### config.mk
export PLATFORM = sky130hd
export DESIGN_NAME = cga_trap_seq
export DESIGN_NICKNAME = d
export VERILOG_FILES = /design/src/rtl/cga_trap_pkg.sv /design/src/rtl/cga_trap_prienc.sv /design/src/rtl/cga_trap_seq.sv
export SDC_FILE = /design/constraint.sdc
export NUM_CORES = 1
export LEC_CHECK = 0
export BUFFER_PORTS_ARGS = -buffer_cell sky130_fd_sc_hd__buf_2
export CORE_ASPECT_RATIO = 0.75
export CORE_MARGIN = 1.5
export CORE_UTILIZATION = 42
export DETAILED_ROUTE_END_ITERATION = 8
export PLACE_DENSITY = 0.64
export RECOVER_POWER = 25
export SLEW_MARGIN = 25
export SYNTH_ARGS = -nofsm -noshare
export SYNTH_HDL_FRONTEND = slang
export SYNTH_SLANG_ARGS = --single-unit
### constraint.sdc
create_clock -name TCLK -period 2.8 [get_ports TCLK]
set_input_delay 0.42 -clock TCLK [delete_from_list [all_inputs] [get_ports TCLK]]
set_output_delay 0.42 -clock TCLK [all_outputs]
set_load 0.01 [all_outputs]
### src/rtl/cga_trap_pkg.sv
// rtl/cga_trap_pkg.sv - shared types and constants for the CGA trap acceptance sequencer
package cga_trap_pkg;

    localparam int VEC_W  = 4;
    localparam int PEND_W = 16;

    localparam logic [VEC_W-1:0] VEC_NONE = 4'd0;
    localparam logic [VEC_W-1:0] VEC_MAX  = 4'd15;

    typedef enum logic [1:0] {
        ST_IDLE = 2'd0,
        ST_REQ  = 2'd1,
        ST_ACK  = 2'd2
    } trap_state_e;

    function automatic logic [PEND_W-1:0] vec_onehot(input logic [VEC_W-1:0] v);
        logic [PEND_W-1:0] r;
        r    = '0;
        r[v] = 1'b1;
        return r;
    endfunction

endpackage

### src/rtl/cga_trap_prienc.sv
// rtl/cga_trap_prienc.sv - 16-to-4 lowest-index priority encoder with valid flag
module cga_trap_prienc
    import cga_trap_pkg::*;
(
    input  logic [PEND_W-1:0] req,
    output logic [VEC_W-1:0]  idx,
    output logic              valid
);

    // Scanning downwards lets the lowest set bit be the last one assigned.
    always_comb begin
        idx   = VEC_NONE;
        valid = 1'b0;
        for (int i = PEND_W - 1; i >= 0; i--) begin
            if (req[i]) begin
                idx   = i[VEC_W-1:0];
                valid = 1'b1;
            end
        end
    end

endmodule

### src/rtl/cga_trap_seq.sv
// rtl/cga_trap_seq.sv - trap pending register, request/ack FSM and IIC readout register
module cga_trap_seq
    import cga_trap_pkg::*;
(
    input  logic              TCLK,
    input  logic              RST,
    input  logic              TRAPN,
    input  logic [VEC_W-1:0]  TVEC_3_0,
    input  logic              BRKN,
    input  logic              PVIOL,
    input  logic              RESTR,
    input  logic              MBOUND,
    input  logic              TACK,
    input  logic [PEND_W-1:0] IIE_15_0,
    input  logic              IICRD,
    output logic              TREQ,
    output logic [VEC_W-1:0]  TCODE_3_0,
    output logic [VEC_W-1:0]  IIC_3_0,
    output logic              IICV,
    output logic              IICOVF,
    output logic [PEND_W-1:0] PEND_15_0,
    output logic              RESTRL,
    output logic              BRKL
);

    trap_state_e       state_q, state_d;
    logic [VEC_W-1:0]  tcode_q, tcode_d;
    logic [PEND_W-1:0] pend_q, pend_d;
    logic [PEND_W-1:0] rs_q, rs_d;
    logic [PEND_W-1:0] bk_q, bk_d;
    logic [VEC_W-1:0]  iic_q, iic_d;
    logic              iicv_q, iicv_d;
    logic              iicovf_q, iicovf_d;
    logic              restrl_q, restrl_d;
    logic              brkl_q, brkl_d;

    logic [PEND_W-1:0] cap_set;
    logic [PEND_W-1:0] ack_clr;
    logic [PEND_W-1:0] eligible;
    logic [VEC_W-1:0]  win_idx;
    logic              win_valid;

    assign eligible = pend_q & IIE_15_0;

    cga_trap_prienc u_prienc (
        .req   (eligible),
        .idx   (win_idx),
        .valid (win_valid)
    );

    // Capture is ORed in after the ACK clear so a same-edge re-trap survives.
    always_comb begin
        cap_set = '0;
        if (!TRAPN && (TVEC_3_0 != VEC_NONE)) begin
            cap_set = vec_onehot(TVEC_3_0);
        end
        ack_clr = '0;
        if (state_q == ST_ACK) begin
            ack_clr = vec_onehot(tcode_q);
        end
        pend_d = (pend_q & ~ack_clr) | cap_set;
        rs_d   = (rs_q & ~cap_set) | (cap_set & {PEND_W{RESTR | PVIOL}});
        bk_d   = (bk_q & ~cap_set) | (cap_set & {PEND_W{~BRKN}});
    end

    always_comb begin
        state_d  = state_q;
        tcode_d  = tcode_q;
        iic_d    = iic_q;
        iicv_d   = iicv_q;
        iicovf_d = iicovf_q;
        restrl_d = restrl_q;
        brkl_d   = brkl_q;
        if (IICRD) begin
            iicv_d   = 1'b0;
            iicovf_d = 1'b0;
        end
        case (state_q)
            ST_IDLE: begin
                if (MBOUND && win_valid) begin
                    state_d = ST_REQ;
                    tcode_d = win_idx;
                end
            end
            ST_REQ: begin
                if (TACK) begin
                    state_d = ST_ACK;
                end
            end
            ST_ACK: begin
                // A read landing on the ACK edge consumed the old code, so no overflow.
                state_d  = ST_IDLE;
                iic_d    = tcode_q;
                iicv_d   = 1'b1;
                iicovf_d = iicv_q & ~IICRD;
                restrl_d = rs_q[tcode_q];
                brkl_d   = bk_q[tcode_q];
            end
            default: begin
                state_d = ST_IDLE;
            end
        endcase
    end

    always_ff @(posedge TCLK or posedge RST) begin
        if (RST) begin
            state_q  <= ST_IDLE;
            tcode_q  <= VEC_NONE;
            pend_q   <= '0;
            rs_q     <= '0;
            bk_q     <= '0;
            iic_q    <= VEC_NONE;
            iicv_q   <= 1'b0;
            iicovf_q <= 1'b0;
            restrl_q <= 1'b0;
            brkl_q   <= 1'b0;
        end else begin
            state_q  <= state_d;
            tcode_q  <= tcode_d;
            pend_q   <= pend_d;
            rs_q     <= rs_d;
            bk_q     <= bk_d;
            iic_q    <= iic_d;
            iicv_q   <= iicv_d;
            iicovf_q <= iicovf_d;
            restrl_q <= restrl_d;
            brkl_q   <= brkl_d;
        end
    end

    assign TREQ      = (state_q == ST_REQ);
    assign TCODE_3_0 = tcode_q;
    assign IIC_3_0   = iic_q;
    assign IICV      = iicv_q;
    assign IICOVF    = iicovf_q;
    assign PEND_15_0 = pend_q;
    assign RESTRL    = restrl_q;
    assign BRKL      = brkl_q;

endmodule

Word level (Yosys, flattened, before mapping)
Cells that the tools add are included.
{"block": "word_totals", "input_bits": 29, "ff_bits": 62}
{"block": "op_classes", "mux": 48, "n_lt_le_gt_ge": 4, "bitwise_logic": 15, "reduce_logical": 10, "n_eq_ne": 4}
{"op": "16-bit bitwise AND", "count": 6}
{"op": "4-bit two-way mux", "count": 16}
{"op": "16-bit OR", "count": 3}
{"op": "16-bit two-way mux", "count": 2}
{"op": "16-bit inverter", "count": 2}
{"op": "1-bit two-way mux", "count": 23}
{"op": "4-bit by 5-bit < comparator with 1-bit output, second input constant", "count": 2}
{"op": "1-bit binary-select mux with 4-bit select", "count": 2}
{"op": "1-bit demux with 4-bit select", "count": 2}
{"op": "4-bit by 1-bit >= comparator with 1-bit output, second input constant", "count": 2}
{"op": "1-bit logical AND", "count": 4}
{"op": "2-bit two-way mux", "count": 2}
{"op": "2-bit inequality test, second input constant", "count": 2}
{"op": "2-bit one-hot mux with 2 select lines", "count": 1}
{"op": "2-bit AND reduction", "count": 2}
{"op": "4-bit nonzero test", "count": 1}
{"op": "2-bit by 1-bit equality test with 1-bit output, second input constant", "count": 1}
{"op": "2-bit equality test, second input constant", "count": 1}
{"op": "2-bit logical NOT", "count": 1}
{"op": "1-bit inverter", "count": 2}
{"op": "2-bit nonzero test", "count": 1}
{"op": "1-bit bitwise AND", "count": 1}
{"op": "1-bit logical NOT", "count": 1}
{"op": "1-bit OR", "count": 1}

Logic depth before layout (Yosys ltp)
Gate-level depths: netlist of the first run.
{"block": "depth", "word_depth": 20, "mapped_depth": 6}

Cells and area by module
Synthesis of the first run repeated with hierarchy kept, for this count alone.
{"block": "unflattened", "hier_cells": 308, "area_unflattened_um2": 2904.0}
{"module": "cga_trap_seq", "n_inst": 1, "area_each_um2": 2725.1, "seq_area_each_um2": 1551.5, "cells_per_inst": 275}
{"module": "cga_trap_prienc", "n_inst": 1, "area_each_um2": 178.9, "seq_area_each_um2": 0.0, "cells_per_inst": 33}

Least setup slack after synthesis of the first run
OpenSTA, ideal clock, no wires.
{"block": "synth_path", "path_kind": "register to register", "start": "register tcode_q[0], in the netlist TCODE_3_0[0]", "end": "register restrl_q, in the netlist RESTRL", "arrival_ps": 1487, "period_less_slack_ps": 1605, "path_stages_with_launch": 7, "t_required_ps": 2682, "setup_ps": 118, "setup_slack_ps": 1195, "cell_sequence": "dfrtp_1 > buf_6 > buf_8 > mux4_2 > o22ai_1 > a211oi_1 > a21o_1"}
{"block": "synth_via", "elab_chain_len": 2}
{"item": "from (decl)", "line_no": "cga_trap_seq.sv:27", "text": "logic [VEC_W-1:0] tcode_q, tcode_d;"}
{"item": "from (signal assigned)", "line_no": "cga_trap_seq.sv:119", "text": "tcode_q <= tcode_d;"}
{"item": "1-bit binary-select mux with 4-bit select", "line_no": "cga_trap_seq.sv:96", "text": "restrl_d = rs_q[tcode_q];"}
{"item": "1-bit two-way mux (implied by the code)", "line_no": "cga_trap_seq.sv:96"}
{"item": "to (signal assigned)", "line_no": "cga_trap_seq.sv:126", "text": "restrl_q <= restrl_d;"}
{"item": "to (decl)", "line_no": "cga_trap_seq.sv:34", "text": "logic restrl_q, restrl_d;"}
No other way between the ends. The select of a mux whose other input is x is not followed.
A chain may end at the register's enable or synchronous reset.

Final worst setup path of the first run
{"block": "layout_path", "start": "register tcode_q[0], in the netlist TCODE_3_0[0]", "end": "register brkl_q, in the netlist BRKL"}
{"block": "layout_via", "elab_chain_len": 2}
{"item": "1-bit binary-select mux with 4-bit select", "line_no": "cga_trap_seq.sv:97", "text": "brkl_d = bk_q[tcode_q];"}
{"item": "1-bit two-way mux (implied by the code)", "line_no": "cga_trap_seq.sv:97"}
{"item": "to (signal assigned)", "line_no": "cga_trap_seq.sv:127", "text": "brkl_q <= brkl_d;"}
{"item": "to (decl)", "line_no": "cga_trap_seq.sv:35", "text": "logic brkl_q, brkl_d;"}
No other way between the ends. The select of a mux whose other input is x is not followed.

==> results of run 1 <==
routing by layer:
metal / global-route usage (%) / vias to the layer above / wire [um]
met1: 32.6 / 1145 / 3690
met4: 7.30 / 0 / 93
met2: 30.5 / 73 / 3120
li1: - / 1115 / -
met3: 6.95 / 8 / 394
met5: 0 / - / 0
synth_stat cells, types with 2 or more instances:
cell type  count
nand2_1       66
dfrtp_1       62
o21ai_0       25
o21ai_1       24
a22oi_1       10
nand3_1        7
nor2_1         7
a21oi_1        6
nand2b_1       5
and2_1         4
clkbuf_1       4
mux2_2         4
mux4_1         4
mux4_2         4
a21o_1         3
inv_1          3
nand4_1        3
nor2b_1        3
nor3b_1        3
a211oi_1       2
buf_4          2
mux2i_1        2
o22ai_1        2
logic make-up (layout without fill, tap and decap cells):
family | after synthesis | count (layout) | share of synthesized area, %
AOI/OAI and AO/OA | 80 | 80 | 16.7
muxes | 14 | 14 | 9.18
and+or+nand+nor | 105 | 105 | 16.8
DFF | 62 | 62 | 54.7
buffers and inverters | 12 | 78 | 2.56
through the flow:
stage                     area (um2)  setup slack, ns  hold slack (ns)  instances
after CTS                       3410            0.753            0.137        420
after global routing            3400            0.679            0.227        420
after detailed placement        3170            0.771            0.368        404
after global placement          3170            0.872            0.372        404
after floorplan                 2830            0.839            0.422        273
final                           3400            0.776            0.231        420
layout make-up:
cell class	count	share of cell area, %
Sequential cell	62	45.6
Multi-Input combinational cell	199	35.5
Timing Repair Buffer	59	8.71
Clock buffer	13	4.96
Tap cell	81	2.98
Clock inverter	3	1.91
Inverter	3	0.331
path summary, 6_finish.rpt:
path / cells past startpoint / start / end / slack [ns]
max reg2reg: 4 / TCODE_3_0[0] / BRKL / 0.78
min: 2 / IICRD / IICOVF / 0.23
min in group asynchronous: 2 / RST / IICOVF / 0.32
min reg2reg: 0 / register / register / 0.38
max in group asynchronous: 3 / RST / async pin / 1.28
max: 4 / TCODE_3_0[0] / BRKL / 0.78
power by group through the flow:
stage	registers, mW	logic, mW	clock network, mW
floorplan	1.38	0.643	0
global placement	1.46	0.872	0
detailed placement	1.47	0.892	0
CTS	1.46	0.895	0.934
global route	1.50	0.992	0.980
finish	1.46	0.888	0.917
worst register-to-register path: stages, from the launching register on:
cell      delay [ns]
dfrtp_1         0.80
mux4_1          0.64
mux2i_1         0.19
a211oi_1        0.11
a21o_1          0.18
==> summary.md, run 1 <==
| Metric | Value |
|---|---|
| Worst Path Arrival | `2.26 ns` |
| First drt pass iteration count | `5` |
| Hold Crit Class | `in2reg` |
| DRC | `0` |
| Post-cts resize count | `0` |
| Row cnt | `25` |
| Critical Path RT | `approximately 3.0 ns` |
| Vias in the first global route | `2211` |
| CTS tree | `built` |
| Synth cell types | `41` |
| Sw Ratio | `33.8%` |
| Ys async rst share | `100%` |
| Area growth syn-to-layout | `20.1%` |
| Setup Fix Bufs, Post-CTS | `0` |
| # nets final | `roughly 360` |
| Crit-path max FO | `15` |
| DR vias | `2341` |
| Synth warn | `0` |
| # clock sinks | `62` |
| Total Power | `3.27 mW` |
| Placeable Area | `approximately 0.0064 mm2` |
| Die height | `74.1 um` |
| Top FF cell, synth | `dfrtp_1` |
| CP Capture Type | `register` |
| Pins Over Slew Limit | `0` |
| Combinational power share | `a little over a quarter` |
| Most common cell after layout, fill and taps aside | `nand2_1` |
| Layout cells sized above 1 | `24.2%` |
| Synth top area cells | `dfrtp_1, nand2_1, o21ai_0` |
| Multi-input gate area | `roughly 0.0012 mm2` |
| CP Class | `reg2reg` |
| Lkg Pwr | `1.56 nW` |
| Max-cap viol count | `0` |
| Antenna violations before repair | `0` |
| Hold_buf cts | `0` |
| Status | `complete, no violations` |
| Gate Count Post-Synth | `273` |
| FMAX | `0.494 GHz` |
| Gpl congestion | `0.804` |
| Final setup viols | `0` |
| Die Width | `97.9 um` |
| CP max stage delay | `0.80 ns` |
| DRT Wirelength | `7300 um` |
| Post-synth EDFFs | `0` |
| Seq. cell area | `around 0.0016 mm2` |
| Final Hold Fails | `0` |
| Vias per inst | `around 5.6` |
| I/O Buffers | `57` |
| CP Buf/Inv Count | `0` |
| Slew HR | `a little under a third` |
| Sequential share of the synthesized area | `54.7%` |
| RSZ-0062 raised after global routing | `no` |
| Largest net degree at the start of global routing | `27` |
| TritonCTS buffer count | `9` |
| Most frequent cells in the layout | `nand2_1, dfrtp_1, buf_2` |
| GRT overflow | `0` |
| Part of the power in registers | `44.8%` |
| Crit path max-delay family | `multiplexers` |
| Routed Antenna Nets | `0` |
| Top cell type's share of synthesized area | `54.7%` |
| Die area | `0.00725 mm2` |
| Pwr dens | `roughly 960 mW/mm2` |
| Tcrit/Tclk final | `72.3%` |
| Clock transition at the registers of the reported paths | `0.07 ns` |
| Detail Placement HPWL | `5360 um` |
| Ports | `58` |
| Drt initial violations | `149` |
| Skew final | `0.00421 ns` |
| Max clock buf depth | `2` |
| Tmin final | `2.02 ns` |
| Slew @ Worst Pin | `1.04 ns` |
| Initial core utilization | `44.2%` |
| Syn nets | `between 300 and 400` |
| Psw | `1.10 mW` |
| Global-route usage over all layers | `a little over a fifth` |
| Antenna cell count | `0` |
| Fill count | `576` |
| CTS HTree Levels | `3` |
| Final core occ | `53.1%` |
| P_int | `roughly 2.2 mW` |
| Critical Path Start Type | `register` |
| Maximum vdd drop | `338 uV` |
| Clk root buf | `clkbuf_8` |
| CP max stage cell | `dfrtp_1` |
| Syn avg cell area | `10.4 um2` |
| Clock network fraction of design power | `28.1%` |
| Skew-Pair Late Insertion Delay | `0.35 ns` |
| Mapped Area | `between 0.002 and 0.003 mm2` |
| First-pass GRT wire length | `11900 um` |
| Flops & latches, synth | `between 60 and 70` |
| Crit-path cells | `mux4_1, mux2i_1, a211oi_1, a21o_1` |
| WL per Instance | `17.4 um` |
| Setup_tns | `0 ns` |
| Synth area leader | `dfrtp_1` |
Power figures use the tool's default switching activity.
==> inputs of run 2 (changes only) <==
- clock period: 2.8 -> 2 ns (I/O delays scaled with it)
==> run 2 against run 1 <==
The flow now finishes with violations (capacitance limit, slew limit). Power up 38%. Cell area about the same. Die area unchanged. Hold slack worse by 0.11 ns. First-iteration DRC count up 23%. Register-to-register slack worse by 0.60 ns. Critical endpoint is now RESTRL. Highest routed layer unchanged.
==> summary.md, run 2 (synthesis gave the netlist of run 1 again) <==
| Metric | Value |
|---|---|
| CTS tree | `built` |
| Die area | `0.00725 mm2 (unchanged)` |
| Most frequent cells in the layout | `nand2_1, dfrtp_1, buf_2` |
| Post-cts resize count | `0 (unchanged)` |
| FMAX | `0.549 GHz (+11%)` |
| DR vias | `2314 (-1.2%)` |
| Pwr dens | `1320 mW/mm2 (+38%)` |
| WL per Instance | `16.9 um (-2.8%)` |
| Worst Path Arrival | `2.05 ns (-0.21 ns)` |
| Most common cell after layout, fill and taps aside | `nand2_1` |
| Drt initial violations | `183 (+23%)` |
| Clock transition at the registers of the reported paths | `0.07 ns (about the same)` |
| Hold_ws | `0.117 ns (-0.113 ns)` |
| Tmin final | `1.82 ns (-0.202 ns)` |
| Pins Over Slew Limit | `63 (+63)` |
| Ports | `58 (unchanged)` |
| Slew HR | `-2.14% (-33 points)` |
| Area growth syn-to-layout | `20.0% (about the same)` |
| Antenna cell count | `0 (unchanged)` |
| First drt pass iteration count | `4 (-1)` |
| Die height | `74.1 um (unchanged)` |
| Final Hold Fails | `0 (unchanged)` |
| Antenna violations before repair | `0 (unchanged)` |
| RSZ-0062 raised after global routing | `no` |
| Skew-Pair Late Insertion Delay | `0.34 ns (about the same)` |
| Vias per inst | `5.48 (-1.6%)` |
| DRC | `0 (unchanged)` |
| Gpl congestion | `0.834 (+3.8%)` |
| Clk root buf | `clkbuf_8` |
| Skew final | `0.00775 ns (+0.00354 ns)` |
| Initial core utilization | `44.2% (unchanged)` |
| Setup_tns | `0 ns (unchanged)` |
| TritonCTS buffer count | `9 (unchanged)` |
| Maximum vdd drop | `485 uV (+44%)` |
| Status | `finished, violations left` |
| Failing checks | `capacitance limit, slew limit` |
| Slew @ Worst Pin | `1.53 ns (+0.494 ns)` |
| Vias in the first global route | `2148 (-2.8%)` |
| Detail Placement HPWL | `5220 um (-2.6%)` |
| Crit-path max FO | `9 (-6)` |
| # clock sinks | `62 (unchanged)` |
| Max-cap viol count | `1 (+1)` |
| CP Class | `reg2reg` |
| CTS HTree Levels | `3 (unchanged)` |
| Placeable Area | `0.00641 mm2 (unchanged)` |
| Hold_buf cts | `0 (unchanged)` |
| Die Width | `97.9 um (unchanged)` |
| I/O Buffers | `57 (unchanged)` |
| GRT overflow | `0 (unchanged)` |
| CP Capture Type | `register` |
| First-pass GRT wire length | `11600 um (-2.3%)` |
| Total Power | `4.50 mW (+38%)` |
| Critical Path Start Type | `register` |
| Setup Fix Bufs, Post-CTS | `0 (unchanged)` |
| Max clock buf depth | `2 (unchanged)` |
| # nets final | `365 (+0.55%)` |
| Routed Antenna Nets | `0 (unchanged)` |
| Lkg Pwr | `1.56 nW (+0.21%)` |
| DRT Wirelength | `7130 um (-2.4%)` |
| Critical Path RT | `2.23 ns (-0.81 ns)` |
| Row cnt | `25 (unchanged)` |
| Hold Crit Class | `in2reg` |
| Tcrit/Tclk final | `91.1% (+19 points)` |
| Layout cells sized above 1 | `24.6% (+0.44 points)` |
| Global-route usage over all layers | `21.4% (-0.51 points)` |
| Final setup viols | `0 (unchanged)` |
| Largest net degree at the start of global routing | `63 (+130%)` |
[run 2: cell types whose count changed in the layout (fill, tap and decap cells not counted), sizes merged]
cell	before	now
buf	58	60
clkbuf	14	13
clkinv	1	2
[run 2: power by group]
part | leakage (nW) | switching, mW | internal (mW)
Combinational | 0.715 | 0.634 | 0.647
Clock | 0.110 | 0.474 | 0.732
Sequential | 0.734 | 0.416 | 1.60
Total | 1.56 | 1.52 | 2.98
[run 2: worst paths after layout]
path | from | endpoint | slack, ns | cells past startpoint
max | TCODE_3_0[0] | RESTRL | 0.18 | 4
min | IICRD | IICOVF | 0.12 | 2
max reg2reg | TCODE_3_0[0] | RESTRL | 0.18 | 4
min reg2reg | register | register | 0.39 | 0
max in group asynchronous | RST | PEND_15_0[9] | 0.60 | 3
min in group asynchronous | RST | IICV | 0.46 | 3
[run 2: layout make-up]
class                           count  area (um2)
Fill cell                         580        3010
Sequential cell                    62        1550
Multi-Input combinational cell    199        1210
Timing Repair Buffer               61         313
Clock buffer                       12         145
Tap cell                           81         101
Clock inverter                      4        70.1
Inverter                            3        11.3
[run 2: through the flow]
step	instance area, um2	setup WS, ns	util (%)	cells
4_1_cts	3420	0.179	53.3	422
5_1_grt	3400	0.0388	53.1	422
3_5_place_dp	3200	0.199	49.9	406
2_1_floorplan	2830	0.159	-	273
6_report	3400	0.178	53.1	422
3_3_place_gp	3200	0.243	49.9	406
[run 2: critical path: stages, from the launching register on]
cell	delay, ns
dfrtp_1	0.65
mux4_1	0.63
mux2i_1	0.16
a211oi_1	0.09
a21o_1	0.17
[run 2: layer usage]
metal | track usage (%) | vias to the layer above | routed length [um]
met4 | 8.41 | 0 | 102
met1 | 32.4 | 1103 | 3540
met2 | 29.3 | 88 | 2990
met3 | 5.92 | 10 | 498
met5 | 0 | - | 0
li1 | - | 1113 | -
==> inputs of run 3 (changes only) <==
- CAP_MARGIN: default -> 20
- CORE_ASPECT_RATIO: 0.75 -> default
- SETUP_SLACK_MARGIN: default -> 0.5
==> run 3 against run 2 <==
The flow finishes with violations (DRC). Via count up 4.0%. Wire length up 2.7%. Count of clock-buffer cells in the layout up 2. Die area about the same. Flip-flop and latch count unchanged. Sequential power about the same. Core utilization up 1.7 points. Worst setup slack better by 0.25 ns. Clock skew down 0.0034 ns. Register-to-register slack better by 0.25 ns. Non-clock buffer count up 8. Cell count up 0.71%. Critical path type unchanged. Critical endpoint is now BRKL. Largest power group unchanged.
==> summary.md, run 3 (synthesis gave the netlist of run 1 again) <==
| Metric | Value |
|---|---|
| RSZ-0062 raised after global routing | `yes` |
| Max clock buf depth | `2 (unchanged)` |
| Die Width | `85.1 um (-13%)` |
| Critical Path RT | `2.22 ns (about the same)` |
| CP max stage delay | `0.52 ns (-0.13 ns)` |
| Vias per inst | `5.66 (+3.3%)` |
| CP Buf/Inv Count | `1 (+1)` |
| Die height | `85.1 um (+15%)` |
| Largest net degree at the start of global routing | `63 (unchanged)` |
| DRT Wirelength | `7320 um (+2.7%)` |
| Crit path max-delay family | `multiplexers` |
| Max-cap viol count | `0 (-1)` |
| Failing checks | `DRC` |
| GRT overflow | `0 (unchanged)` |
| Global-route usage over all layers | `21.6% (+0.15 points)` |
| Status | `finished, violations left` |
| Most common cell after layout, fill and taps aside | `nand2_1` |
| Clock transition at the registers of the reported paths | `0.06 ns (about the same)` |
| Tmin final | `1.57 ns (-0.253 ns)` |
| WP depth | `5 (+1)` |
| Critical Path Start Type | `register` |
| WL per Instance | `17.2 um (+1.9%)` |
| First-pass GRT wire length | `11900 um (+2.3%)` |
| First drt pass iteration count | `6 (+2)` |
| Die area | `0.00725 mm2 (about the same)` |
| I/O Buffers | `57 (unchanged)` |
| # nets final | `373 (+2.2%)` |
| Pins Over Slew Limit | `0 (-100%)` |
| Ports | `58 (unchanged)` |
| Drt initial violations | `149 (-19%)` |
| Tcrit/Tclk final | `78.5% (-13 points)` |
| Final Hold Fails | `0 (unchanged)` |
| R2R setup slack | `0.43 ns (+0.25 ns)` |
| Clk root buf | `clkbuf_8` |
| Worst R2R End | `BRKL` |
| Hold Crit Class | `in2async` |
| Area growth syn-to-layout | `24.0%` |
| CP endpoint | `BRKL` |
| Slew HR | `68.0% (+70 points)` |
| Crit-path cells | `buf_6, mux4_2, o22ai_2, a211oi_1, a21o_1` |
| Skew final | `0.00437 ns (-0.00338 ns)` |
| Worst Reg2Reg Path Length in Cells | `5 (+1)` |
| DRC | `8 (+8)` |
| Vias in the first global route | `2319 (+8.0%)` |
| CTS tree | `built` |
| Placeable Area | `0.00642 mm2 (+0.16%)` |
| TritonCTS buffer count | `9 (unchanged)` |
| Detail Placement HPWL | `5190 um (-0.63%)` |
| DR vias | `2407 (+4.0%)` |
| Worst R2R Start | `TCODE_3_0[0]` |
| Initial core utilization | `44.1% (-0.069 points)` |
| Maximum vdd drop | `545 uV (+12%)` |
| Row cnt | `29 (+16%)` |
| Skew-Pair Late Insertion Delay | `0.33 ns (about the same)` |
| CP max stage cell | `mux4_2` |
| Antenna cell count | `0 (unchanged)` |
| Lkg Pwr | `1.57 nW (+0.85%)` |
| FMAX | `0.637 GHz (+16%)` |
| Routed Antenna Nets | `0 (unchanged)` |
| Worst Path Arrival | `1.79 ns (-0.26 ns)` |
| Most frequent cells in the layout | `nand2_1, dfrtp_1, buf_2` |
| Setup_tns | `0 ns (unchanged)` |
| Antenna violations before repair | `0 (unchanged)` |
| Slew @ Worst Pin | `0.479 ns (-1.05 ns)` |
| Crit path from | `TCODE_3_0[0]` |
| CP Capture Type | `register` |
| Gpl congestion | `0.820 (-1.8%)` |
| Post-DP Area | `0.00321 mm2 (+0.20%)` |
| Pwr dens | `1270 mW/mm2 (-4.0%)` |
| # clock sinks | `62 (unchanged)` |
| CP Class | `reg2reg` |
| Layout cells sized above 1 | `32.8% (+8.1 points)` |
| Final Cell Area | `0.00351 mm2 (+3.3%)` |
| Crit-path max FO | `6 (-3)` |
| CTS HTree Levels | `3 (unchanged)` |
| Final setup viols | `0 (unchanged)` |
==> run 3: cell types whose count changed in the layout (fill, tap and decap cells not counted), sizes merged <==
cell and delta:
inv -1, buf +9, clkinv -1, clkinvlp +1
bufinv -2, clkbuf +1
==> run 3: area by class of cell <==
class	count	area (um2)
Tap cell	77	96.3
Timing Repair Buffer	69	395
Clock buffer	14	163
Inverter	3	12.5
Fill cell	607	2910
Multi-Input combinational cell	199	1290
Sequential cell	62	1560
Clock inverter	1	5.00
==> run 3: repair_timing <==
item,CTS,global route
endpoints found under the hold margin,0,0
pin swaps,6,8
setup buffers,3,4
endpoints found under the setup margin,20,10
gates resized for setup,19,8
hold buffers,0,0
==> run 3: layer usage <==
layer  vias to the layer above  share of wire (%)  GRT usage, %
met3                        12                5.6          6.32
met4                         0                1.4          7.00
li1                       1127                  -             -
met5                         -                  0             0
met1                      1193                 46          29.7
met2                        75                 47          33.0
==> run 3: worst min path at each step <==
| stage | startpoint | to | slack [ns] |
|---|---|---|---|
| floorplan | IICRD | IICOVF | 0.37 |
| global placement | register | register | 0.37 |
| detailed placement | register | register | 0.37 |
| CTS | RST | async pin | 0.06 |
| global route | RST | IICOVF | 0.1 |
| finish | RST | IICOVF | 0.07 |
==> run 3: power by group <==
| part | switching [mW] | internal [mW] | leakage, nW |
|---|---|---|---|
| clock network | 0.435 | 0.510 | 0.0865 |
| logic | 0.739 | 0.776 | 0.756 |
| registers | 0.397 | 1.60 | 0.731 |
==> run 3: through the flow <==
stage / worst slack [ns] / std cells / hold slack (ns) / util, % / total power, mW
2_1_floorplan: 0.395 / 273 / 0.366 / - / 2.83
3_3_place_gp: 0.174 / 403 / 0.371 / 50.0 / 3.30
3_5_place_dp: 0.149 / 403 / 0.366 / 50.0 / 3.33
4_1_cts: 0.442 / 421 / 0.0603 / 53.8 / 4.41
5_1_grt: 0.364 / 425 / 0.0994 / 54.7 / 4.77
6_report: 0.431 / 425 / 0.0671 / 54.7 / 4.46
==> run 3: worst reg2reg max path, delay by kind of cell, from the launching register on <==
family | cells | cell delay, ns
buf+inv | 1 | 0.15
flops | 1 | 0.39
compound gates | 3 | 0.41
mux | 1 | 0.52
